--- src/rtl/fsm_par_mux_arbiter_if.sv ---
// Bundle of the requester, checker-feedback and framed-bus signals.
// The arbiter takes the master side. A testbench or the checker takes the slave side.
interface fsm_par_mux_arbiter_if #(
  parameter int BUS_SIZE  = 16,
  parameter int WORD_SIZE = 4,
  parameter int NUM_REQ   = 4
);
  localparam int PAYLOAD_W = BUS_SIZE - 2 * WORD_SIZE;

  logic [NUM_REQ-1:0]           req;
  logic [NUM_REQ*PAYLOAD_W-1:0] payload_in;
  logic                         error;
  logic [NUM_REQ-1:0]           gnt;
  logic [BUS_SIZE-1:0]          bus_data_in;
  logic                         bus_valid;
  logic [1:0]                   state_control;
  logic [WORD_SIZE-1:0]         seq;
  logic [7:0]                   err_cnt;

  modport master (
    input  req, payload_in, error,
    output gnt, bus_data_in, bus_valid, state_control, seq, err_cnt
  );

  modport slave (
    output req, payload_in, error,
    input  gnt, bus_data_in, bus_valid, state_control, seq, err_cnt
  );
endinterface

--- src/rtl/fsm_par_mux_arbiter.sv ---
// Round-robin arbiter that frames the winning payload as {0xF, payload, seq} for the checker.
// After a checker error, it backs off for HOLD_CYCLES and restarts the sequence at 0.
module fsm_par_mux_arbiter #(
  parameter int BUS_SIZE    = 16,
  parameter int WORD_SIZE   = 4,
  parameter int NUM_REQ     = 4,
  parameter int HOLD_CYCLES = 4
) (
  input logic                 clk,
  input logic                 reset,
  fsm_par_mux_arbiter_if.master bus
);
  localparam int PAYLOAD_W = BUS_SIZE - 2 * WORD_SIZE;
  localparam int PTR_W     = (NUM_REQ > 1) ? $clog2(NUM_REQ) : 1;

  typedef enum logic [1:0] {IDLE = 2'd0, SEND = 2'd1, HOLD = 2'd2} state_t;

  state_t               state_q, state_d;
  logic [PTR_W-1:0]     ptr_q, ptr_d;
  logic [WORD_SIZE-1:0] seq_q, seq_d;
  logic [3:0]           hold_q, hold_d;
  logic [7:0]           err_cnt_q, err_cnt_d;
  logic [BUS_SIZE-1:0]  data_q, data_d;
  logic                 valid_q, valid_d;

  logic [PAYLOAD_W-1:0] slice [NUM_REQ];
  logic                 grant_en;
  logic                 found;
  logic [PTR_W-1:0]     win;
  logic [PTR_W-1:0]     idx_p;
  logic [NUM_REQ-1:0]   gnt_c;

  for (genvar gi = 0; gi < NUM_REQ; gi++) begin : g_slice
    assign slice[gi] = bus.payload_in[gi*PAYLOAD_W +: PAYLOAD_W];
  end

  // Grant logic: scan upward from ptr and wrap around. The first requester found wins.
  always_comb begin
    found    = 1'b0;
    win      = '0;
    idx_p    = '0;
    gnt_c    = '0;
    grant_en = !reset && !bus.error && (state_q != HOLD);
    for (int i = 0; i < NUM_REQ; i++) begin
      idx_p = PTR_W'((int'(ptr_q) + i) % NUM_REQ);
      if (grant_en && !found && bus.req[idx_p]) begin
        found = 1'b1;
        win   = idx_p;
      end
    end
    if (found) gnt_c[win] = 1'b1;
  end

  always_comb begin
    state_d   = state_q;
    ptr_d     = ptr_q;
    seq_d     = seq_q;
    hold_d    = hold_q;
    err_cnt_d = err_cnt_q;
    data_d    = '0;
    valid_d   = 1'b0;
    if (bus.error) begin
      // An error takes priority over everything else. Any pending request is ignored and ptr keeps its value.
      state_d   = HOLD;
      hold_d    = 4'(HOLD_CYCLES - 1);
      seq_d     = '0;
      err_cnt_d = (err_cnt_q == 8'hFF) ? err_cnt_q : err_cnt_q + 8'd1;
    end else if (state_q == HOLD) begin
      if (hold_q == 4'd0) state_d = IDLE;
      else                hold_d  = hold_q - 4'd1;
    end else if (found) begin
      data_d  = {{WORD_SIZE{1'b1}}, slice[win], seq_q};
      valid_d = 1'b1;
      seq_d   = seq_q + 1'b1;
      ptr_d   = (win == PTR_W'(NUM_REQ - 1)) ? '0 : win + PTR_W'(1);
      state_d = SEND;
    end else begin
      state_d = IDLE;
    end
  end

  always_ff @(posedge clk) begin
    if (reset) begin
      state_q   <= IDLE;
      ptr_q     <= '0;
      seq_q     <= '0;
      hold_q    <= '0;
      err_cnt_q <= '0;
      data_q    <= '0;
      valid_q   <= 1'b0;
    end else begin
      state_q   <= state_d;
      ptr_q     <= ptr_d;
      seq_q     <= seq_d;
      hold_q    <= hold_d;
      err_cnt_q <= err_cnt_d;
      data_q    <= data_d;
      valid_q   <= valid_d;
    end
  end

  assign bus.gnt           = gnt_c;
  assign bus.bus_data_in   = data_q;
  assign bus.bus_valid     = valid_q;
  assign bus.state_control = state_q;
  assign bus.seq           = seq_q;
  assign bus.err_cnt       = err_cnt_q;
endmodule
--- src/flat_wrapper.sv ---
// flat-port wrapper written by rule: the top's interface ports become plain ports
module fsm_par_mux_arbiter_flat 
#(
  parameter int BUS_SIZE    = 16,
  parameter int WORD_SIZE   = 4,
  parameter int NUM_REQ     = 4,
  parameter int HOLD_CYCLES = 4
)
  (clk, reset, bus_req, bus_payload_in, bus_error, bus_gnt, bus_bus_data_in, bus_bus_valid, bus_state_control, bus_seq, bus_err_cnt);
  fsm_par_mux_arbiter_if #(.BUS_SIZE(BUS_SIZE), .WORD_SIZE(WORD_SIZE), .NUM_REQ(NUM_REQ)) bus_i ();
  input logic clk;
  input logic reset;
  input wire logic [$bits(bus_i.req)-1:0] bus_req;
  input wire logic [$bits(bus_i.payload_in)-1:0] bus_payload_in;
  input wire logic [$bits(bus_i.error)-1:0] bus_error;
  output wire logic [$bits(bus_i.gnt)-1:0] bus_gnt;
  output wire logic [$bits(bus_i.bus_data_in)-1:0] bus_bus_data_in;
  output wire logic [$bits(bus_i.bus_valid)-1:0] bus_bus_valid;
  output wire logic [$bits(bus_i.state_control)-1:0] bus_state_control;
  output wire logic [$bits(bus_i.seq)-1:0] bus_seq;
  output wire logic [$bits(bus_i.err_cnt)-1:0] bus_err_cnt;
  assign bus_i.req = bus_req;
  assign bus_i.payload_in = bus_payload_in;
  assign bus_i.error = bus_error;
  assign bus_gnt = bus_i.gnt;
  assign bus_bus_data_in = bus_i.bus_data_in;
  assign bus_bus_valid = bus_i.bus_valid;
  assign bus_state_control = bus_i.state_control;
  assign bus_seq = bus_i.seq;
  assign bus_err_cnt = bus_i.err_cnt;
  fsm_par_mux_arbiter #(.BUS_SIZE(BUS_SIZE), .WORD_SIZE(WORD_SIZE), .NUM_REQ(NUM_REQ), .HOLD_CYCLES(HOLD_CYCLES)) u_core (.clk(clk), .reset(reset), .bus(bus_i));
endmodule
--- config.mk ---
export PLATFORM = sky130hd
export DESIGN_NAME = fsm_par_mux_arbiter_flat
export DESIGN_NICKNAME = d
export VERILOG_FILES = /design/src/rtl/fsm_par_mux_arbiter_if.sv /design/src/rtl/fsm_par_mux_arbiter.sv /design/src/flat_wrapper.sv
export SDC_FILE = /design/constraint.sdc
export NUM_CORES = 1
export LEC_CHECK = 0
export BUFFER_PORTS_ARGS = -buffer_cell sky130_fd_sc_hd__buf_2
export CAP_MARGIN = 20
export CORE_MARGIN = 2
export CORE_UTILIZATION = 40
export DETAILED_ROUTE_END_ITERATION = 10
export PLACE_DENSITY = 0.69
export SYNTH_ARGS = -nofsm -noshare
export SYNTH_HDL_FRONTEND = slang
export SYNTH_SLANG_ARGS = --single-unit
--- constraint.sdc ---
create_clock -name clk -period 2.3 [get_ports clk]
set_clock_uncertainty 0.05 [all_clocks]
set_input_delay 0.115 -clock clk [delete_from_list [all_inputs] [get_ports clk]]
set_output_delay 0.115 -clock clk [all_outputs]
set_load 0.05 [all_outputs]
==> results of run 1 <==
-- cell usage after synthesis (2+ instances only) --
cell type,n,share of area (%)
a221o_1,2,1.1
buf_6,3,1.9
nand2_1,26,5.6
dfxtp_1,33,38
and2_1,8,2.9
ha_1,7,5.0
and3_1,2,0.72
xor2_1,7,3.5
buf_4,5,2.2
nand4_1,3,1.1
a211oi_1,16,6.9
nor2_1,19,4.1
a311oi_1,7,3.5
inv_1,13,2.8
xnor2_1,5,2.5
buf_2,3,0.86
a21oi_1,6,1.7
inv_2,5,1.1
nand2b_1,2,0.72
o21ai_0,3,0.86
and4bb_2,2,1.4
-- cells in the final DEF, fill, tap and decap left out, types with 3 or more instances in the layout --
master	netlist	final
inv_1	13	13
ha_1	7	7
a311oi_1	7	7
inv_2	5	4
nand4_1	3	3
xor2_1	7	7
nand2_1	26	26
clkbuf_8	0	5
o21ai_0	3	3
nor2_1	19	19
buf_2	3	71
xnor2_1	5	5
dfxtp_1	33	32
buf_4	5	4
a211oi_1	16	16
and2_1	8	8
a21oi_1	6	6
-- power by group through the flow --
stage / clock network, mW / logic [mW] / registers (mW)
6_report: 0.411 / 0.243 / 0.607
5_1_grt: 0.451 / 0.261 / 0.609
4_1_cts: 0.425 / 0.240 / 0.606
3_5_place_dp: 0 / 0.237 / 0.619
3_3_place_gp: 0 / 0.236 / 0.619
2_1_floorplan: 0 / 0.123 / 0.671
-- worst max-delay path: cells and delay by family (launching register included) --
| kind | cells | cell delay (ns) |
|---|---|---|
| AOI/OAI and AO/OA | 2 | 0.60 |
| adders and majority gates | 1 | 0.21 |
| buffers and inverters | 3 | 0.39 |
| DFF | 1 | 0.41 |
| and+or+nand+nor | 1 | 0.13 |
-- metal layers --
| metal | GRT usage [%] | routed length, µm | vias to the layer above |
|---|---|---|---|
| met5 | 0 | 0 | - |
| met4 | 5.13 | 33 | 0 |
| met3 | 5.05 | 212 | 4 |
| met2 | 26.3 | 1820 | 47 |
| met1 | 19.8 | 1910 | 691 |
| li1 | - | - | 829 |
-- final timing paths --
kind	from	end
max	u_core.ptr_q[1]	bus_gnt[2]
min	bus_payload_in[3]	u_core.bus.bus_data_in[7]
max reg2reg	u_core.ptr_q[1]	u_core.bus.bus_data_in[4]
min reg2reg	u_core.ptr_q[0]	u_core.ptr_q[0]
-- sequential cells by signal, indices dropped and copies added, names as in the netlist --
register	flops
u_core.bus.err_cnt	8
u_core.ptr_q	2
u_core.bus.bus_data_in	13
u_core.bus.state_control	2
u_core.bus.seq	4
u_core.hold_q	4
-- final cells by class --
cell class / instances / area share (%)
sequential: 33 / 30.2
timing repair buffer: 77 / 18.3
clock inverter: 2 / 0.457
tap: 50 / 2.86
inverter: 19 / 3.49
clock buffer: 6 / 3.32
multi-input combinational: 135 / 41.3
-- kinds of logic after synthesis --
family / synth area share (%)
simple gates: 20.1
compound gates: 20.0
flops: 37.9
buf+inv: 10.3
xor+xnor: 6.03
fa+ha+maj: 5.03
mux: 0.575
-- timing repair --
item / 4_1_cts / 5_1_grt
resized for setup: 0 / 7
setup endpoints to repair: 2 / 4
pin swaps: 1 / 1
buffers inserted: 2 / 1
==> results.py, run 1 <==
metrics = {
    "clock_network": {
        "path_clk_slew_ns": 0.07,
        "cts_root_buf": "clkbuf_8",
        "numCtsBuffers": 5,
        "cts_tree": "built",
        "cts_htree_levels": 2,
        "hold_buffers": 0,
        "clock_path_buffers": 2,
        "clock_sinks": 33,
        "clock_latency_ns": 0.28,
    },
    "setup_path": {
        "cp-end-kind": "output pin",
        "critPathRequiredTime_ns": 2.13,
        "cp_cell_sequence": "inv_1, a221o_2, a21oi_4, inv_4, ha_1, and2_1, buf_2",
        "crit_arrival_ns": 2.02,
        "cp_max_fo": 18,
        "critPathMaxStageDelay_ns": 0.41,
        "path_class": "reg2out",
        "cpMaxStageDelayCell": "dfxtp_1",
        "cp-start-kind": "flip-flop",
        "r2r_slack_ns": 0.49,
        "r2r_cells": 6,
    },
    "floorplan": {
        "std_cell_rows": 23,
        "initial_core_util_pct": 42.6,
        "die_h_um": 70.0,
        "chipWidth_um": 70.0,
        "dieArea_mm2": 0.00490,
        "core_mm2": 0.00409,
        "io_pins": 74,
    },
    "cells_and_area": {
        "final_cells": 322,
        "fin_area_mm2": 0.00219,
        "synthToLayoutAreaGrowth_pct": 25.6,
        "multiInputGateArea_um2": 905,
        "nNetsFinal": 317,
        "regArea_um2": 662,
        "layout-drive-gt1-share_pct": 36.8,
        "n_fill_cell": 382,
        "fin_util_pct": 53.6,
        "diodes": 0,
    },
    "drt": {
        "drc": 0,
        "ant_nets": 0,
        "routedWlPerCell_um": 12.3,
        "dr.pass1.iters": 4,
        "vias_per_cell": 4.88,
        "drt_iter0_markers": 72,
        "vias": 1571,
        "wl_um": 3970,
    },
    "timing": {
        "setup_ws_ns": 0.112,
        "period_needed_ns": 2.19,
        "maxSlewViolCount": 0,
        "fin_crit_sh_pct": 95.1,
        "fin_hold_ws_ns": 0.0441,
        "tightest_slew_ns": 0.453,
        "setup_viol": 0,
        "rsz0062_at_grt": "no",
        "slew_headroom_pct": 69.7,
        "tns_ns": 0,
        "hold_violations": 0,
        "fmax_mhz": 457,
    },
    "global_routing": {
        "grtUsageTotal_pct": 16.0,
        "grt_overflow": 0,
        "grt_max_degree": 19,
        "grt_pass1_wl_um": 6380,
        "grt_pass1_vias": 1475,
        "antenna_found_initial": 0,
    },
    "power": {
        "power_mw": 1.26,
        "p_int_uw": 883,
        "ir_drop_mv": 0.499,
        "p_clk_share_pct": 32.6,
        "power_density_mw_per_mm2": 576,
        "comb_power_share_pct": 19.2,
        "switchingPower_uw": 378,
        "p_leak_nw": 1.05,
        "swShare_pct": 30.0,
        "p_seq_share_pct": 48.1,
    },
    "outcome": {
        "outcome": "completed",
    },
    "place": {
        "place_ws_ns": 0.277,
        "hpwl_um": 3060,
        "postPlaceCellArea_mm2": 0.00207,
        "dp.cells": 311,
        "gp_congestion": 0.854,
        "portBuffers": 73,
    },
    "worst_hold_path": {
        "hold_depth": 3,
        "hp-class": "in2reg",
    },
    "synth": {
        "syn_area_mm2": 0.00174,
        "synth-main-ff-cell": "dfxtp_1",
        "ys_types": 44,
        "yosys_warnings": 0,
        "ys_async_sr_fraction_pct": 0,
        "ys_seq_area_share_pct": 37.9,
        "synth_nets": 246,
        "ys_ff_latch": 33,
        "synth_area_per_cell_um2": 8.71,
        "synth_edf_count": 0,
        "syn_inst": 200,
    },
    "flow_run": {
        "maxCapViolCount": 0,
    },
}
Power figures use the tool's default switching activity.
==> run 2, diff against run 1 <==
--- a/config.mk
+++ b/config.mk
@@ -10,7 +10,7 @@
 export CORE_MARGIN = 2
 export CORE_UTILIZATION = 40
 export DETAILED_ROUTE_END_ITERATION = 10
-export PLACE_DENSITY = 0.69
+export PLACE_DENSITY = 0.74
 export SYNTH_ARGS = -nofsm -noshare
 export SYNTH_HDL_FRONTEND = slang
 export SYNTH_SLANG_ARGS = --single-unit
==> results.py, run 2 (synthesized netlist as in run 1, its figures left out) <==
metrics = {
    "drt": {
        "wl_um": 3790,
        "drc": 0,
        "drt_iter0_markers": 77,
        "vias": 1616,
        "vias_per_cell": 4.99,
        "routedWlPerCell_um": 11.7,
        "ant_nets": 0,
        "dr.pass1.iters": 4,
    },
    "power": {
        "power_density_mw_per_mm2": 595,
        "p_clk_share_pct": 35.7,
        "comb_power_share_pct": 18.3,
        "p_leak_nw": 1.07,
        "swShare_pct": 28.4,
        "p_seq_share_pct": 46.0,
        "ir_drop_mv": 0.346,
        "p_int_uw": 945,
        "switchingPower_uw": 375,
    },
    "clock_network": {
        "clock_latency_ns": 0.28,
        "cts_tree": "built",
        "cts_root_buf": "clkbuf_8",
        "clock_path_buffers": 2,
        "clock_sinks": 33,
        "numCtsBuffers": 5,
        "path_clk_slew_ns": 0.07,
        "cts_htree_levels": 2,
    },
    "cells_and_area": {
        "synthToLayoutAreaGrowth_pct": 27.3,
        "layout-drive-gt1-share_pct": 37.6,
        "layout_commonest_cell": "buf_2",
        "n_fill_cell": 388,
        "final_cell_mix": "buf_2 (73), dfxtp_1 (32), nand2_1 (26), nor2_1 (19), a211oi_1 (16)",
        "final_cells": 324,
        "nNetsFinal": 319,
        "diodes": 0,
        "largest_reg_flops": 13,
    },
    "global_routing": {
        "grt_overflow": 0,
        "antenna_found_initial": 0,
        "grtUsageTotal_pct": 15.3,
        "grt_max_degree": 19,
        "grt_pass1_vias": 1470,
        "grt_pass1_wl_um": 6240,
    },
    "worst_hold_path": {
        "hp-class": "in2reg",
        "holdPathEnd": "u_core.bus.bus_data_in[5]",
        "hold_depth": 3,
        "holdCritStartpoint": "bus_payload_in[9]",
    },
    "floorplan": {
        "chipWidth_um": 70.0,
        "core_mm2": 0.00409,
        "die_h_um": 70.0,
        "initial_core_util_pct": 42.6,
        "io_pins": 74,
        "dieArea_mm2": 0.00490,
        "std_cell_rows": 23,
    },
    "setup_path": {
        "r2r_cells": 7,
        "critPathRequiredTime_ns": 2.13,
        "r2r_start": "u_core.ptr_q[0]",
        "cp_max_fo": 18,
        "cp-start-kind": "flip-flop",
        "cp-end-kind": "output pin",
        "r2r_slack_ns": 0.43,
        "crit_arrival_ns": 2.04,
        "r2r-end": "u_core.bus.bus_data_in[7]",
        "path_class": "reg2out",
    },
    "outcome": {
        "outcome": "completed",
    },
    "place": {
        "portBuffers": 73,
        "dp.cells": 312,
        "hpwl_um": 2900,
        "gp_congestion": 0.900,
    },
    "timing": {
        "slew_headroom_pct": 69.1,
        "tightest_slew_ns": 0.462,
        "fin_crit_sh_pct": 95.8,
        "setup_viol": 0,
        "period_needed_ns": 2.20,
        "rsz0062_at_grt": "no",
        "maxSlewViolCount": 0,
        "tns_ns": 0,
        "fmax_mhz": 454,
        "hold_violations": 0,
    },
    "flow_run": {
        "maxCapViolCount": 0,
    },
}
[run 2: changes by cell type in the layout (fill, tap and decap cells not counted)]
cell,before,now
buf_2,71,73
buf_4,4,6
clkbuf_4,2,0
clkbuf_8,5,7
clkbuf_1,1,0
clkinv_2,2,1
[run 2: critical path, stage by stage (launching register included)]
cell     delay (ns)
dfxtp_2        0.36
inv_2          0.05
a221o_2        0.43
a21oi_4        0.25
inv_4          0.13
ha_1           0.21
and2_1         0.13
buf_2          0.20
[run 2: worst max path at each step]
stage	from	end	slack [ns]
final	u_core.ptr_q[0]	bus_gnt[2]	0.1
after floorplan	u_core.bus.state_control[0]	bus_gnt[3]	0.24
after detailed placement	u_core.ptr_q[0]	bus_gnt[2]	0.29
after global routing	u_core.ptr_q[0]	bus_gnt[2]	0.007
after global placement	u_core.ptr_q[0]	bus_gnt[2]	0.36
after CTS	u_core.ptr_q[0]	bus_gnt[2]	0.01
[run 2: area by class of cell]
class / count / area (µm²) / share of cell area, %
clock buffer: 7 / 96.3 / 4.35
clock inverter: 1 / 5.00 / 0.226
inverter: 19 / 76.3 / 3.44
timing repair buffer: 79 / 410 / 18.5
tap: 50 / 62.6 / 2.82
sequential: 33 / 662 / 29.9
multi-input combinational: 135 / 905 / 40.8
[run 2: through the flow]
| stage | utilization [%] | instance area [µm²] | hold slack, ns | power [mW] | setup slack (ns) |
|---|---|---|---|---|---|
| floorplan | - | 1740 | 0.134 | 0.794 | 0.236 |
| detailed placement | 50.9 | 2080 | 0.342 | 0.857 | 0.294 |
| global placement | 50.9 | 2080 | 0.345 | 0.854 | 0.355 |
| CTS | 53.4 | 2180 | 0.0426 | 1.33 | 0.0102 |
| finish | 54.3 | 2220 | 0.0478 | 1.32 | 0.0970 |
| global route | 54.3 | 2220 | 0.0564 | 1.38 | 0.00730 |
[run 2: power groups by stage]
stage	Sequential, mW	Combinational (mW)	Clock, mW
after global routing	0.609	0.265	0.503
after floorplan	0.671	0.123	0
after global placement	0.619	0.236	0
final	0.607	0.242	0.471
after detailed placement	0.619	0.237	0
after CTS	0.606	0.238	0.485
[run 2: timing repair]
item                                   in CTS  in global routing
hold buffers                                0                  0
endpoints found under the hold margin       0                  0
buffers inserted                            0                  4
resized for setup                           1                  4
setup endpoints to repair                   1                  3
pin swaps                                   0                  3
[run 2: layer usage]
| metal | wire length [µm] | part of all wire, % | vias up | global-route usage, % |
|---|---|---|---|---|
| met5 | 0 | 0 | - | 0 |
| met4 | 35 | 0.92 | 0 | 5.13 |
| met3 | 250 | 6.6 | 4 | 4.76 |
| met2 | 1800 | 47 | 44 | 25.4 |
| met1 | 1700 | 45 | 734 | 18.6 |
| li1 | - | - | 834 | - |
